`src/rtl/mq_dec_cu_if.sv`:
```
// Bus bundle for mq_dec_cu: byte lookahead fill, decode commands and status.
// Handshakes: a byte transfers on the rising edge where byte_valid && byte_ready; a command
// transfers where cmd_valid && cmd_ready. Producers hold payload stable while valid is high.
interface mq_dec_cu_if #(
    parameter int CW = 32
);
    logic          start;
    logic [7:0]    byte_in;
    logic          byte_valid;
    logic          byte_ready;
    logic          cmd_valid;
    logic          cmd_ready;
    logic          cmd_sub;
    logic [15:0]   cmd_qe;
    logic [3:0]    cmd_shift;
    logic          done;
    logic [15:0]   chigh;
    logic [3:0]    ct;
    logic          marker;
    logic [31:0]   bytes_used;
    logic [2:0]    state_dbg;
    logic [CW-1:0] c_dbg;

    modport master (
        output start, byte_in, byte_valid, cmd_valid, cmd_sub, cmd_qe, cmd_shift,
        input  byte_ready, cmd_ready, done, chigh, ct, marker, bytes_used, state_dbg, c_dbg
    );

    modport slave (
        input  start, byte_in, byte_valid, cmd_valid, cmd_sub, cmd_qe, cmd_shift,
        output byte_ready, cmd_ready, done, chigh, ct, marker, bytes_used, state_dbg, c_dbg
    );
endinterface

```
`src/rtl/mq_dec_cu.sv`:
```
// MQ decoder C-register / byte-input unit: INITDEC, BYTEIN with unstuffing and marker
// detection, and the C/CT half of RENORMD. Optional byte counter under MQD_BYTE_COUNT_EN.
module mq_dec_cu #(
    parameter logic [7:0] MARKER_THRESH = 8'h8F,
    parameter int         CW            = 32
) (
    input logic        clk,
    input logic        rst,
    mq_dec_cu_if.slave bus
);
    typedef enum logic [2:0] {
        S_IDLE, S_INIT0, S_INIT1, S_INIT2, S_READY, S_SHIFT, S_BYTEIN
    } state_t;

    localparam logic [CW-1:0] FF00 = CW'(16'hFF00);

    state_t        state_q, state_d;
    logic [CW-1:0] c_q, c_d;
    logic [3:0]    ct_q, ct_d;
    logic [3:0]    rem_q, rem_d;
    logic [7:0]    b_q, b_d;
    logic [7:0]    l_q, l_d;
    logic          lv_q, lv_d;
    logic          mk_q, mk_d;
    logic          done_q, done_d;
    logic          restart;
    logic          byte_ready;
    logic [3:0]    k;

    logic [CW-1:0] bi_c;
    logic [3:0]    bi_ct;
    logic [7:0]    bi_b;
    logic          bi_take, bi_mk, bi_stall;

    assign byte_ready = !lv_q && !mk_q && (state_q != S_IDLE);

    // BYTEIN outcome for the current B/L/mk; once a marker is seen, 1-bits are fed forever.
    always_comb begin
        bi_c     = c_q + FF00;
        bi_ct    = 4'd8;
        bi_b     = b_q;
        bi_take  = 1'b0;
        bi_mk    = mk_q;
        bi_stall = 1'b0;
        if (mk_q) begin
            bi_mk = 1'b1;
        end else if (!lv_q) begin
            bi_stall = 1'b1;
            bi_c     = c_q;
        end else if (b_q == 8'hFF && l_q > MARKER_THRESH) begin
            bi_mk = 1'b1;
        end else if (b_q == 8'hFF) begin
            bi_c    = c_q + (CW'(l_q) << 9);
            bi_ct   = 4'd7;
            bi_b    = l_q;
            bi_take = 1'b1;
        end else begin
            bi_c    = c_q + (CW'(l_q) << 8);
            bi_b    = l_q;
            bi_take = 1'b1;
        end
    end

    always_comb begin
        state_d = state_q;
        c_d     = c_q;
        ct_d    = ct_q;
        rem_d   = rem_q;
        b_d     = b_q;
        l_d     = l_q;
        lv_d    = lv_q;
        mk_d    = mk_q;
        done_d  = 1'b0;
        restart = 1'b0;
        k       = 4'd0;

        if (bus.byte_valid && byte_ready) begin
            l_d  = bus.byte_in;
            lv_d = 1'b1;
        end

        case (state_q)
            S_IDLE: begin
                if (bus.start) restart = 1'b1;
            end
            S_INIT0: begin
                if (lv_q) begin
                    b_d     = l_q;
                    lv_d    = 1'b0;
                    c_d     = CW'(l_q) << 16;
                    state_d = S_INIT1;
                end
            end
            S_INIT1, S_BYTEIN: begin
                if (!bi_stall) begin
                    c_d     = bi_c;
                    ct_d    = bi_ct;
                    b_d     = bi_b;
                    mk_d    = bi_mk;
                    if (bi_take) lv_d = 1'b0;
                    state_d = (state_q == S_INIT1) ? S_INIT2 : S_SHIFT;
                end
            end
            S_INIT2: begin
                c_d     = c_q << 7;
                ct_d    = ct_q - 4'd7;
                state_d = S_READY;
                done_d  = 1'b1;
            end
            S_READY: begin
                if (bus.start) begin
                    restart = 1'b1;
                end else if (bus.cmd_valid) begin
                    if (bus.cmd_sub) c_d[CW-1:CW-16] = c_q[CW-1:CW-16] - bus.cmd_qe;
                    rem_d = bus.cmd_shift;
                    if (bus.cmd_shift == 4'd0) done_d = 1'b1;
                    else                       state_d = S_SHIFT;
                end
            end
            S_SHIFT: begin
                // Shift as far as the buffered bits allow; refill only if more shifting remains.
                k     = (rem_q < ct_q) ? rem_q : ct_q;
                c_d   = c_q << k;
                ct_d  = ct_q - k;
                rem_d = rem_q - k;
                if (rem_d == 4'd0) begin
                    state_d = S_READY;
                    done_d  = 1'b1;
                end else if (ct_d == 4'd0) begin
                    state_d = S_BYTEIN;
                end
            end
            default: state_d = S_IDLE;
        endcase

        if (restart) begin
            state_d = S_INIT0;
            lv_d    = 1'b0;
            mk_d    = 1'b0;
            c_d     = '0;
            ct_d    = '0;
        end
    end

    always_ff @(posedge clk) begin
        if (rst) begin
            state_q <= S_IDLE;
            c_q     <= '0;
            ct_q    <= '0;
            rem_q   <= '0;
            b_q     <= '0;
            l_q     <= '0;
            lv_q    <= 1'b0;
            mk_q    <= 1'b0;
            done_q  <= 1'b0;
        end else begin
            state_q <= state_d;
            c_q     <= c_d;
            ct_q    <= ct_d;
            rem_q   <= rem_d;
            b_q     <= b_d;
            l_q     <= l_d;
            lv_q    <= lv_d;
            mk_q    <= mk_d;
            done_q  <= done_d;
        end
    end

`ifdef MQD_BYTE_COUNT_EN
    logic [31:0] cnt_q, cnt_d;
    logic        consume;

    assign consume = ((state_q == S_INIT0) && lv_q) ||
                     (((state_q == S_INIT1) || (state_q == S_BYTEIN)) && bi_take);

    always_comb begin
        cnt_d = cnt_q;
        if (restart)                      cnt_d = '0;
        else if (consume && cnt_q != '1)  cnt_d = cnt_q + 32'd1;
    end

    always_ff @(posedge clk) begin
        if (rst) cnt_q <= '0;
        else     cnt_q <= cnt_d;
    end

    assign bus.bytes_used = cnt_q;
`else
    assign bus.bytes_used = '0;
`endif

    assign bus.cmd_ready  = (state_q == S_READY);
    assign bus.byte_ready = byte_ready;
    assign bus.done       = done_q;
    assign bus.chigh      = c_q[CW-1:CW-16];
    assign bus.ct         = ct_q;
    assign bus.marker     = mk_q;
    assign bus.state_dbg  = state_q;
    assign bus.c_dbg      = c_q;
endmodule

```
`src/flat_wrapper.sv`:
```
// flat-port wrapper written by rule: the top's interface ports become plain ports
module mq_dec_cu_flat 
#(
    parameter logic [7:0] MARKER_THRESH = 8'h8F,
    parameter int         CW            = 32
)
  (clk, rst, bus_start, bus_byte_in, bus_byte_valid, bus_cmd_valid, bus_cmd_sub, bus_cmd_qe, bus_cmd_shift, bus_byte_ready, bus_cmd_ready, bus_done, bus_chigh, bus_ct, bus_marker, bus_bytes_used, bus_state_dbg, bus_c_dbg);
  mq_dec_cu_if #(.CW(CW)) bus_i ();
  input logic clk;
  input logic rst;
  input wire logic [$bits(bus_i.start)-1:0] bus_start;
  input wire logic [$bits(bus_i.byte_in)-1:0] bus_byte_in;
  input wire logic [$bits(bus_i.byte_valid)-1:0] bus_byte_valid;
  input wire logic [$bits(bus_i.cmd_valid)-1:0] bus_cmd_valid;
  input wire logic [$bits(bus_i.cmd_sub)-1:0] bus_cmd_sub;
  input wire logic [$bits(bus_i.cmd_qe)-1:0] bus_cmd_qe;
  input wire logic [$bits(bus_i.cmd_shift)-1:0] bus_cmd_shift;
  output wire logic [$bits(bus_i.byte_ready)-1:0] bus_byte_ready;
  output wire logic [$bits(bus_i.cmd_ready)-1:0] bus_cmd_ready;
  output wire logic [$bits(bus_i.done)-1:0] bus_done;
  output wire logic [$bits(bus_i.chigh)-1:0] bus_chigh;
  output wire logic [$bits(bus_i.ct)-1:0] bus_ct;
  output wire logic [$bits(bus_i.marker)-1:0] bus_marker;
  output wire logic [$bits(bus_i.bytes_used)-1:0] bus_bytes_used;
  output wire logic [$bits(bus_i.state_dbg)-1:0] bus_state_dbg;
  output wire logic [$bits(bus_i.c_dbg)-1:0] bus_c_dbg;
  assign bus_i.start = bus_start;
  assign bus_i.byte_in = bus_byte_in;
  assign bus_i.byte_valid = bus_byte_valid;
  assign bus_i.cmd_valid = bus_cmd_valid;
  assign bus_i.cmd_sub = bus_cmd_sub;
  assign bus_i.cmd_qe = bus_cmd_qe;
  assign bus_i.cmd_shift = bus_cmd_shift;
  assign bus_byte_ready = bus_i.byte_ready;
  assign bus_cmd_ready = bus_i.cmd_ready;
  assign bus_done = bus_i.done;
  assign bus_chigh = bus_i.chigh;
  assign bus_ct = bus_i.ct;
  assign bus_marker = bus_i.marker;
  assign bus_bytes_used = bus_i.bytes_used;
  assign bus_state_dbg = bus_i.state_dbg;
  assign bus_c_dbg = bus_i.c_dbg;
  mq_dec_cu #(.MARKER_THRESH(MARKER_THRESH), .CW(CW)) u_core (.clk(clk), .rst(rst), .bus(bus_i));
endmodule
```
`config.mk`:
```
export PLATFORM = sky130hd
export DESIGN_NAME = mq_dec_cu_flat
export DESIGN_NICKNAME = d
export VERILOG_FILES = /design/src/rtl/mq_dec_cu_if.sv /design/src/rtl/mq_dec_cu.sv /design/src/flat_wrapper.sv
export SDC_FILE = /design/constraint.sdc
export NUM_CORES = 1
export LEC_CHECK = 0
export CAP_MARGIN = 0
export CORE_UTILIZATION = 55
export DETAILED_ROUTE_END_ITERATION = 8
export PLACE_DENSITY = 0.79
export RECOVER_POWER = 25
export SLEW_MARGIN = 10
export SYNTH_ARGS = -nofsm -noshare
export SYNTH_HDL_FRONTEND = slang
export SYNTH_SLANG_ARGS = --single-unit
```
`constraint.sdc`:
```
create_clock -name clk -period 4.4 [get_ports clk]
set_clock_uncertainty 0.2 [all_clocks]
set_input_delay 0.88 -clock clk [delete_from_list [all_inputs] [get_ports clk]]
set_output_delay 0.88 -clock clk [all_outputs]
set_load 0.02 [all_outputs]
```
==> reports/metrics.yaml, run 1 <==
worst_setup_path:
  cp_data_required_time_ps: 4480
  crit_arrival_ps: 4070
  critical_path.top_delay_family: "compound AO/OA/AOI/OAI gates"
  cp_slowest_stage_delay_ps: 490
  reg2reg_from: "u_core.bus.ct[1]"
  crit_buf_inv: 3
  cp_slowest_cell: "dfxtp_1"
  cp-start-kind: "flip-flop"
  critPathKind: "flip-flop to flip-flop"
  path_cells: "inv_1 > ha_1 > inv_1 > o21ai_2 > nand3_4 > nand2_4 > inv_2 > ha_1 > xor2_1 > and3_1 > and3_1 > nor2_1 > a21oi_1 > o21ai_0 > a2111o_1 > a21oi_1"
  startpoint: "u_core.bus.ct[1]"
  crit_path_end_kind: "flip-flop"
  worstPathMaxFanout: 24
drt:
  viasPerCell: 6.57
  num_vias: 8378
  drcViolationCount: 0
  wl_um: 26400
  first_iter_violations: 1211
  wl_per_cell_um: 20.7
  dr.pass1.iters: 8
  antenna_left: 0
cells_and_area:
  areaGrowthSynthToFinish_pct: 14.5
  drive_gt1_share_pct: 7.64
  final_common_cell: "nand2_1"
  antenna_cells: 0
  fin_nets: 1178
  finalInstanceArea_sq_um: 8740
  final_cell_mix: "nand2_1, nor2_1, a21oi_1"
sta:
  max_freq_mhz: 251
  finalCriticalPeriod_ps: 3990
  rsz0062_at_grt: "no"
  fin_crit_sh_pct: 90.6
  tightestPinTransition_ps: 925
  setup_viol: 0
  tns_ps: 0
  slew_violations: 0
  fin_ws_ps: 413
  hold_viol: 0
  slew_headroom_pct: 38.3
cts:
  numCtsBuffers: 9
  clk_pin_slew_ps: 60
  cts_root_buffer: "clkbuf_16"
  cts_tree: "built"
  cts-htree-levels: 3
  postCtsHoldBufs: 0
  cts.path.max_buffers: 2
  cts.sinks: 62
  cts_setup_buffers: 0
  clk_latency_ps: 350
  cts-resized-gates: 0
global_route:
  grt_pass1_vias: 7546
  grt_overflow: 0
  grt_max_degree: 36
  grt_pass1_wl_um: 41100
  track_usage_pct: 36.7
  antenna_found_initial: 0
placement:
  placed_cell_area_sq_um: 8440
  hpwl_um: 19500
  placement.io_buffers: 92
  pre_cts_ws_ps: 466
  gp_congestion: 1.00
synth:
  yosys_warnings: 0
  synth_enable_flop_cells: 0
  syn_inst: 1044
  yosys.area_share.simple_pct: 21.0
  synth.avg_cell_area_sq_um: 7.31
  synth_compound_area_share_pct: 30.0
  synthDistinctLibCells: 86
  ys_seq_area_share_pct: 16.3
  synthAdderAreaFrac_pct: 8.69
  netlist_area_sq_um: 7630
  synthXorXnorAreaFrac_pct: 3.79
  ys.flop_type: "dfxtp_1"
  synthMuxAreaShare_pct: 9.82
  ys_ff_latch: 62
  synth_top_family_by_area: "compound AO/OA/AOI/OAI gates"
  async_flop_share_pct: 0
worst_hold_path:
  hp-class: "flip-flop to flip-flop"
  hp-start: "u_core.b_q[4]"
floorplan:
  initial_core_util_pct: 57.0
  row_count: 42
  die_y_um: 120
  ios: 125
  dieArea_sq_um: 14400
  core_sq_um: 13400
  die_x_um: 120
power_and_ir_drop:
  p_sw_share_pct: 32.1
  p_clk_share_pct: 44.3
  power_density_nw_per_um2: 193
  power_frac_seq_pct: 35.7
  intPower_mw: 1.14
  p_leak_nw: 3.52
  ir_drop_mv: 0.299
  power.switching_mw: 0.540
  combPwrFrac_pct: 20.0
job:
  cap_violations: 0
outcome:
  status: "completed"
power by group through the flow:
stage	registers [mW]	clock network, mW	logic (mW)
2_1_floorplan	0.601	0	0.244
4_1_cts	0.598	0.748	0.328
5_1_grt	0.600	0.774	0.362
6_report	0.601	0.745	0.337
3_5_place_dp	0.611	0	0.326
3_3_place_gp	0.611	0	0.322
routing by layer:
| layer | global-route usage, % | part of all wire (%) | up-vias | wire [um] |
|---|---|---|---|---|
| met1 | 48.8 | 40 | 3830 | 10500 |
| li1 | - | - | 3870 | - |
| met5 | 0 | 0 | - | 0 |
| met4 | 17.4 | 4.0 | 0 | 1050 |
| met3 | 10.1 | 13 | 84 | 3500 |
| met2 | 54.7 | 43 | 594 | 11400 |
registers in the layout, summed over array words and instances, names as in the netlist:
signal,cells
u_core.lv_q,1
u_core.bus.done,1
u_core.bus.c_dbg,32
u_core.bus.state_dbg,3
u_core.rem_q,4
u_core.bus.ct,4
u_core.l_q,8
u_core.bus.marker,1
u_core.b_q,8
through the flow:
stage | power, mW | instances | hold slack, ps | utilization (%)
2_1_floorplan | 0.844 | 1075 | 279 | -
3_5_place_dp | 0.937 | 1259 | 310 | 63.0
4_1_cts | 1.67 | 1275 | 324 | 65.2
3_3_place_gp | 0.933 | 1259 | 294 | 63.0
5_1_grt | 1.74 | 1275 | 352 | 65.2
6_report | 1.68 | 1275 | 318 | 65.2
cell usage after synthesis, types with 4 or more instances:
cell	number	area share, %
nand2_1	116	5.7
nor2_1	92	4.5
a21oi_1	83	5.4
dfxtp_1	62	16
o21ai_0	62	4.1
mux2i_1	52	6.8
buf_4	49	4.8
ha_1	45	7.4
inv_1	39	1.9
clkbuf_1	35	1.7
nor3_1	30	2.0
a211oi_1	26	2.6
nand3_1	25	1.6
buf_2	20	1.3
xnor2_1	20	2.3
a22oi_1	18	1.8
a21o_1	17	1.7
o211ai_1	16	1.6
a31oi_1	14	1.1
mux2_2	13	1.9
xor2_1	13	1.5
and3_1	10	0.82
nand2b_1	10	0.82
or3_1	10	0.82
nor2b_1	9	0.74
o21a_1	9	0.89
o22ai_1	9	0.74
a221oi_1	7	0.80
and2_1	7	0.57
o21ai_1	6	0.39
o31a_1	6	0.69
a221o_1	5	0.66
fa_1	5	1.3
nor3b_1	5	0.49
nor4_1	5	0.41
a211o_1	4	0.46
a222oi_1	4	0.52
a311oi_1	4	0.46
a32o_1	4	0.52
o31ai_1	4	0.39
path summary, 6_finish.rpt:
kind / end / slack (ps) / cells after the start
worst max-delay path: u_core.bus.state_dbg[0] / 410 / 16
worst max register to register: u_core.bus.state_dbg[0] / 410 / 16
worst min register to register: u_core.b_q[4] / 320 / 2
worst min-delay path: u_core.b_q[4] / 320 / 2
worst min-delay path, stage by stage (launching register included):
cell and delay (ps):
dfxtp_1 340, mux2i_1 70, nor2_1 70
area by class of cell:
cell class | count | area [sq um]
Clock buffer | 9 | 225
Clock inverter | 7 | 75.1
Fill cell | 1208 | 4660
Inverter | 42 | 158
Multi-Input combinational cell | 863 | 5720
Sequential cell | 62 | 1240
Tap cell | 176 | 220
Timing Repair Buffer | 116 | 1100
logic make-up (layout without fill, tap and decap cells):
logic type               Yosys count  after routing
other                              1             32
multiplexers                      69             69
AND/OR/NAND/NOR                  342            342
AO/OA/AOI/OAI                    337            337
adder cells (fa/ha/maj)           50             50
XOR/XNOR                          33             33
buffers and inverters            150            174
flip-flops                        62             62
Power figures use the tool's default switching activity.
==> run 2: changes to the inputs <==
--- a/config.mk
+++ b/config.mk
@@ -8,7 +8,8 @@
 export CAP_MARGIN = 0
 export CORE_UTILIZATION = 55
 export DETAILED_ROUTE_END_ITERATION = 8
-export PLACE_DENSITY = 0.79
+export DONT_BUFFER_PORTS = 1
+export PLACE_DENSITY = 0.67
 export RECOVER_POWER = 25
 export SLEW_MARGIN = 10
 export SYNTH_ARGS = -nofsm -noshare
==> constraint.sdc (replaced) <==
create_clock -name clk -period 4.65 [get_ports clk]
set_clock_uncertainty 0.2 [all_clocks]
set_input_delay 0.93 -clock clk [delete_from_list [all_inputs] [get_ports clk]]
set_output_delay 0.93 -clock clk [all_outputs]
set_load 0.02 [all_outputs]
==> run 2 against run 1 <==
Final area decreased by 11%. Fmax is 7.6% lower. Power is 11% lower. Routed wire length decreased by 2.0%. Die area stayed put. Hold slack worse by 10 ps. Final cell count down 6.7%. Sequential power fell by 6.2%. Critical path type unchanged. Critical path depth increased by 1. Register-to-register slack got worse by 80 ps.
==> reports/metrics.yaml, run 2 (synthesized netlist as in run 1, its figures left out) <==
outcome:
  status: "completed"  # unchanged
cts:
  cts-resized-gates: 0  # unchanged
  cts-htree-levels: 3  # unchanged
  cts_setup_buffers: 0  # unchanged
  cts.sinks: 62  # unchanged
  numCtsBuffers: 9  # unchanged
  postCtsHoldBufs: 0  # unchanged
  cts_root_buffer: "clkbuf_16"  # unchanged
  clk_pin_slew_ps: 60  # about the same
  clk_latency_ps: 360  # was 350 ps
  cts_tree: "built"  # unchanged
  cts.path.max_buffers: 2  # unchanged
sta:
  slew_headroom_pct: 6.90  # was 38.3%
  tns_ps: 0  # unchanged
  hold_viol: 0  # unchanged
  rsz0062_at_grt: "no"  # unchanged
  max_freq_mhz: 232  # was 251 MHz
  setup_viol: 0  # unchanged
  fin_crit_sh_pct: 92.8  # was 90.6%
  slew_violations: 0  # unchanged
  finalCriticalPeriod_ps: 4320  # was 3990 ps
  tightestPinTransition_ps: 1400  # was 925 ps
worst_setup_path:
  crit_buf_inv: 3  # unchanged
  crit_path_end_kind: "flip-flop"  # unchanged
  cp-start-kind: "flip-flop"  # unchanged
  cp_slowest_stage_delay_ps: 520  # was 490 ps
  worstPathMaxFanout: 27  # was 24
  path_cells: "inv_1 > ha_1 > o21ai_1 > and2b_2 > nor2_1 > o21ai_4 > inv_2 > buf_4 > ha_1 > nor2b_1 > o21a_1 > o21ai_0 > nand3_1 > a21oi_1 > o21ai_0 > a2111o_1 > a21oi_1"  # was inv_1 > ha_1 > inv_1 > o21ai_2 > nand3_4 > nand2_4 > inv_2 > ha_1 > xor2_1 > and3_1 > and3_1 > nor2_1 > a21oi_1 > o21ai_0 > a2111o_1 > a21oi_1
  r2r_end: "u_core.bus.state_dbg[0]"  # unchanged
  cp_slowest_cell: "dfxtp_1"  # unchanged
  critical_path.top_delay_family: "compound AO/OA/AOI/OAI gates"  # unchanged
  crit_arrival_ps: 4400  # was 4070 ps
  r2r_slack_ps: 330  # was 410 ps
  critPathKind: "flip-flop to flip-flop"  # unchanged
  cp_data_required_time_ps: 4730  # was 4480 ps
  reg2reg_from: "u_core.bus.ct[3]"  # was u_core.bus.ct[1]
  worstRegToRegCells: 17  # was 16
global_route:
  grt_pass1_vias: 7276  # was 7546
  grt_overflow: 0  # unchanged
  antenna_found_initial: 0  # unchanged
  track_usage_pct: 36.5  # was 36.7%
  grt_pass1_wl_um: 40700  # was 41100 um
  grt_max_degree: 36  # unchanged
drt:
  viasPerCell: 6.74  # was 6.57
  first_iter_violations: 1119  # was 1211
  wl_um: 25900  # was 26400 um
  wl_per_cell_um: 21.8  # was 20.7 um
  drcViolationCount: 0  # unchanged
  dr.pass1.iters: 6  # was 8
  num_vias: 8019  # was 8378
  antenna_left: 0  # unchanged
cells_and_area:
  drive_gt1_share_pct: 8.00  # was 7.64%
  fin_nets: 1092  # was 1178
  final_common_cell: "nand2_1"  # unchanged
  final_cell_mix: "nand2_1, nor2_1, a21oi_1"  # unchanged
  postLayoutCoreUtil_pct: 58.3  # was 65.2%
  antenna_cells: 0  # unchanged
  largest_reg_flops: 32  # unchanged
  fin_cells: 1189  # was 1275
  areaGrowthSynthToFinish_pct: 2.33  # was 14.5%
power_and_ir_drop:
  intPower_mw: 0.994  # was 1.14 mW
  power_density_nw_per_um2: 191  # was 193 nW/um^2
  power_mw: 1.50  # was 1.68 mW
  power_frac_seq_pct: 37.7  # was 35.7%
  combPwrFrac_pct: 18.5  # was 20.0%
  power.switching_mw: 0.501  # was 0.540 mW
  p_clk_share_pct: 43.8  # was 44.3%
  p_sw_share_pct: 33.5  # was 32.1%
  p_leak_nw: 3.10  # was 3.52 nW
  ir_drop_mv: 0.298  # was 0.299 mV
floorplan:
  dieArea_sq_um: 14400  # unchanged
  initial_core_util_pct: 57.0  # unchanged
  core_sq_um: 13400  # unchanged
  die_x_um: 120  # unchanged
  die_y_um: 120  # unchanged
  row_count: 42  # unchanged
  ios: 125  # unchanged
placement:
  placement.io_buffers: 0  # was 92
  hpwl_um: 19300  # was 19500 um
  dp_cells: 1173  # was 1259
  gp_congestion: 1.00  # about the same
worst_hold_path:
  hp-class: "flip-flop to flip-flop"  # unchanged
  hold-path-cell-count: 2  # unchanged
  hp-start: "u_core.bus.ct[1]"  # was u_core.b_q[4]
  whs_endpoint: "u_core.bus.ct[1]"  # was u_core.b_q[4]
job:
  cap_violations: 0  # unchanged
[run 2: changes by cell type in the layout (fill, tap and decap cells not counted)]
cell	previous run	this run
buf_4	23	20
clkinvlp_4	0	2
clkdlybuf4s50_1	71	0
dlygate4sd3_1	21	0
clkbuf_1	1	10
clkinv_2	2	0
bufinv_16	1	0
inv_6	0	1
[run 2: cell type report]
cell class | instances | area (sq um)
tap | 176 | 220
multi-input combinational | 863 | 5720
clock inverter | 7 | 58.8
timing repair buffer | 30 | 188
inverter | 42 | 158
sequential | 62 | 1240
fill | 1330 | 5590
clock buffer | 9 | 225
[run 2: how the worst max path moves through the flow]
stage                                          to        startpoint  depth (start not counted)
after CTS                 u_core.bus.state_dbg[0]  u_core.bus.ct[3]                         17
after global routing      u_core.bus.state_dbg[0]  u_core.bus.ct[3]                         16
final                     u_core.bus.state_dbg[0]  u_core.bus.ct[3]                         17
after detailed placement  u_core.bus.state_dbg[0]  u_core.bus.ct[3]                         17
after floorplan           u_core.bus.state_dbg[0]  u_core.bus.ct[2]                         19
after global placement    u_core.bus.state_dbg[0]  u_core.bus.ct[3]                         17
[run 2: power by group through the flow]
stage	registers, mW	logic [mW]	clock network, mW
final	0.564	0.277	0.654
after global routing	0.564	0.297	0.679
after CTS	0.563	0.269	0.659
after detailed placement	0.574	0.267	0
after global placement	0.574	0.266	0
after floorplan	0.568	0.231	0
[run 2: metal layers]
layer	wire length, um	vias to the layer above	global-route usage, %	share of wire, %
met1	10800	3683	50.6	42
met2	11000	565	53.7	43
li1	-	3707	-	-
met5	0	-	0	0
met3	3250	64	10.0	13
met4	809	0	12.9	3.1
[run 2: through the flow]
stage               setup slack [ps]  area [sq um]  hold slack, ps
floorplan                        516          7750             279
global placement                 574          7560             295
detailed placement               485          7560             305
CTS                              467          7850             320
global route                     211          7810             347
finish                           334          7810             308
[run 2: worst min-delay path, cell delays in order (launching register included)]
cell      delay, ps
dfxtp_1         310
inv_1            70
a221oi_1         80
==> run 3: changes to the inputs <==
--- a/config.mk
+++ b/config.mk
@@ -6,10 +6,11 @@
 export NUM_CORES = 1
 export LEC_CHECK = 0
 export CAP_MARGIN = 0
-export CORE_UTILIZATION = 55
+export CORE_UTILIZATION = 30
+export CTS_CLUSTER_SIZE = 10
 export DETAILED_ROUTE_END_ITERATION = 8
 export DONT_BUFFER_PORTS = 1
-export PLACE_DENSITY = 0.67
+export PLACE_DENSITY = 0.41
 export RECOVER_POWER = 25
 export SLEW_MARGIN = 10
 export SYNTH_ARGS = -nofsm -noshare
==> run 3 against run 2 <==
Global-route usage shrank 13 points. Hold slack gained 14 ps. Critical endpoint unchanged. Final cell count grew 14%. Largest power group unchanged. Routed wire length grew 16%. Critical path depth shrank 1. Final area grew 3.5%.
==> reports/metrics.yaml, run 3 (synthesized netlist as in run 1, its figures left out) <==
outcome:
  status: "completed"  # unchanged
worst_hold_path:
  hp-class: "flip-flop to flip-flop"  # unchanged
  whs_endpoint: "u_core.b_q[3]"  # was u_core.bus.ct[1]
  hp-start: "u_core.b_q[3]"  # was u_core.bus.ct[1]
  hold-path-cell-count: 2  # unchanged
worst_setup_path:
  path_cells: "inv_1 > ha_1 > o21ai_1 > nand2b_1 > nand3_4 > nand2_4 > inv_2 > ha_1 > xor2_1 > and3_1 > and3_1 > nor2_1 > a21oi_1 > o21ai_0 > a2111o_1 > a21oi_1"  # was inv_1 > ha_1 > o21ai_1 > and2b_2 > nor2_1 > o21ai_4 > inv_2 > buf_4 > ha_1 > nor2b_1 > o21a_1 > o21ai_0 > nand3_1 > a21oi_1 > o21ai_0 > a2111o_1 > a21oi_1
  cp-start-kind: "flip-flop"  # unchanged
  reg2reg_from: "u_core.bus.ct[3]"  # unchanged
  r2r_slack_ps: 560  # was 330 ps
  worstPathMaxFanout: 24  # was 27
  worstRegToRegCells: 16  # was 17
  crit_path_end_kind: "flip-flop"  # unchanged
  r2r_end: "u_core.bus.state_dbg[0]"  # unchanged
  crit_arrival_ps: 4180  # was 4400 ps
  cp_slowest_stage_delay_ps: 490  # was 520 ps
  cp_slowest_cell: "dfxtp_1"  # unchanged
  critPathKind: "flip-flop to flip-flop"  # unchanged
  cp_data_required_time_ps: 4740  # was 4730 ps
cells_and_area:
  fill_cells: 2777  # was 1330
  antenna_cells: 0  # unchanged
  drive_gt1_share_pct: 8.72  # was 8.00%
  final_common_cell: "nand2_1"  # unchanged
  final_cell_mix: "nand2_1, nor2_1, a21oi_1"  # unchanged
  largest_reg_flops: 32  # unchanged
  areaGrowthSynthToFinish_pct: 5.93  # was 2.33%
  fin_cells: 1351  # was 1189
  fin_nets: 1100  # was 1092
global_route:
  grt_pass1_wl_um: 45700  # was 40700 um
  track_usage_pct: 23.0  # was 36.5%
  grt_overflow: 0  # unchanged
  grt_pass1_vias: 7433  # was 7276
  grt_max_degree: 36  # unchanged
  antenna_found_initial: 0  # unchanged
sta:
  slew_headroom_pct: 8.38  # was 6.90%
  holdWs_ps: 322  # was 308 ps
  rsz0062_at_grt: "no"  # unchanged
  hold_viol: 0  # unchanged
  fin_crit_sh_pct: 88.0  # was 92.8%
  finalCriticalPeriod_ps: 4090  # was 4320 ps
  slew_violations: 0  # unchanged
  tns_ps: 0  # unchanged
  setup_viol: 0  # unchanged
  tightestPinTransition_ps: 1370  # was 1400 ps
  max_freq_mhz: 244  # was 232 MHz
floorplan:
  die_y_um: 162  # was 120 um
  core_sq_um: 25000  # was 13400 sq um
  dieArea_sq_um: 26100  # was 14400 sq um
  die_x_um: 162  # was 120 um
  row_count: 58  # was 42
  ios: 125  # unchanged
  initial_core_util_pct: 30.5  # was 57.0%
cts:
  cts_setup_buffers: 0  # unchanged
  numCtsBuffers: 9  # unchanged
  cts_root_buffer: "clkbuf_16"  # unchanged
  clk_latency_ps: 350  # was 360 ps
  cts.sinks: 62  # unchanged
  cts.path.max_buffers: 2  # unchanged
  postCtsHoldBufs: 0  # unchanged
  clk_pin_slew_ps: 60  # about the same
  cts-resized-gates: 0  # unchanged
  cts-htree-levels: 3  # unchanged
  cts_tree: "built"  # unchanged
power_and_ir_drop:
  p_leak_nw: 3.15  # was 3.10 nW
  power_density_nw_per_um2: 195  # was 191 nW/um^2
  ir_drop_mv: 0.151  # was 0.298 mV
drt:
  num_vias: 7803  # was 8019
  first_iter_violations: 680  # was 1119
  wl_um: 30100  # was 25900 um
  dr.pass1.iters: 5  # was 6
  antenna_left: 0  # unchanged
  drcViolationCount: 0  # unchanged
  wl_per_cell_um: 22.3  # was 21.8 um
  viasPerCell: 5.78  # was 6.74
placement:
  placement.io_buffers: 0  # unchanged
  hpwl_um: 23000  # was 19300 um
  gp_congestion: 0.863  # was 1.00
  dp_cells: 1335  # was 1173
job:
  cap_violations: 0  # unchanged
## run 3: area by class of cell
| type | instances | area, sq um | area share (%) |
|---|---|---|---|
| flip-flops and latches | 62 | 1240 | 15.3 |
| repair buffers | 38 | 244 | 3.02 |
| clock buffers | 9 | 225 | 2.79 |
| clock inverters | 7 | 82.6 | 1.02 |
| well taps | 330 | 413 | 5.11 |
| inverters | 42 | 158 | 1.95 |
| multi-input cells | 863 | 5720 | 70.8 |
## run 3: per-stage QoR
step / utilization, % / power [mW] / setup WS [ps] / area, sq um
3_5_place_dp: 31.2 / 0.857 / 650 / 7820
5_1_grt: 32.3 / 1.64 / 245 / 8090
3_3_place_gp: 31.2 / 0.859 / 673 / 7820
6_report: 32.3 / 1.58 / 560 / 8090
4_1_cts: 32.5 / 1.59 / 597 / 8130
2_1_floorplan: - / 0.799 / 516 / 7750
## run 3: worst max path at each step
stage,startpoint,end
after global routing,u_core.bus.ct[3],u_core.bus.state_dbg[0]
after global placement,u_core.bus.ct[3],u_core.bus.state_dbg[0]
after floorplan,u_core.bus.ct[2],u_core.bus.state_dbg[0]
final,u_core.bus.ct[3],u_core.bus.state_dbg[0]
after CTS,u_core.bus.ct[3],u_core.bus.state_dbg[0]
after detailed placement,u_core.bus.ct[3],u_core.bus.state_dbg[0]
## run 3: metal layers
metal	up-vias	track usage [%]	wire length (um)
met1	3750	31.1	14000
met4	0	7.25	721
met5	-	0	0
met2	291	37.1	13600
met3	46	3.90	1840
li1	3716	-	-
## run 3: power by group
part / internal, mW / total, mW / switching [mW] / leakage, nW
Sequential: 0.540 / 0.565 / 0.0252 / 0.500
Combinational: 0.0885 / 0.282 / 0.193 / 2.50
Clock: 0.423 / 0.729 / 0.306 / 0.144
## run 3: worst max-delay path: cells and delay by family (launching register included)
family,cells,cell delay [ps]
and+or+nand+nor,6,1150
AOI/OAI and AO/OA,5,980
adders and majority gates,2,710
DFF,1,490
buffers and inverters,2,280
xor gates and xnor gates,1,190
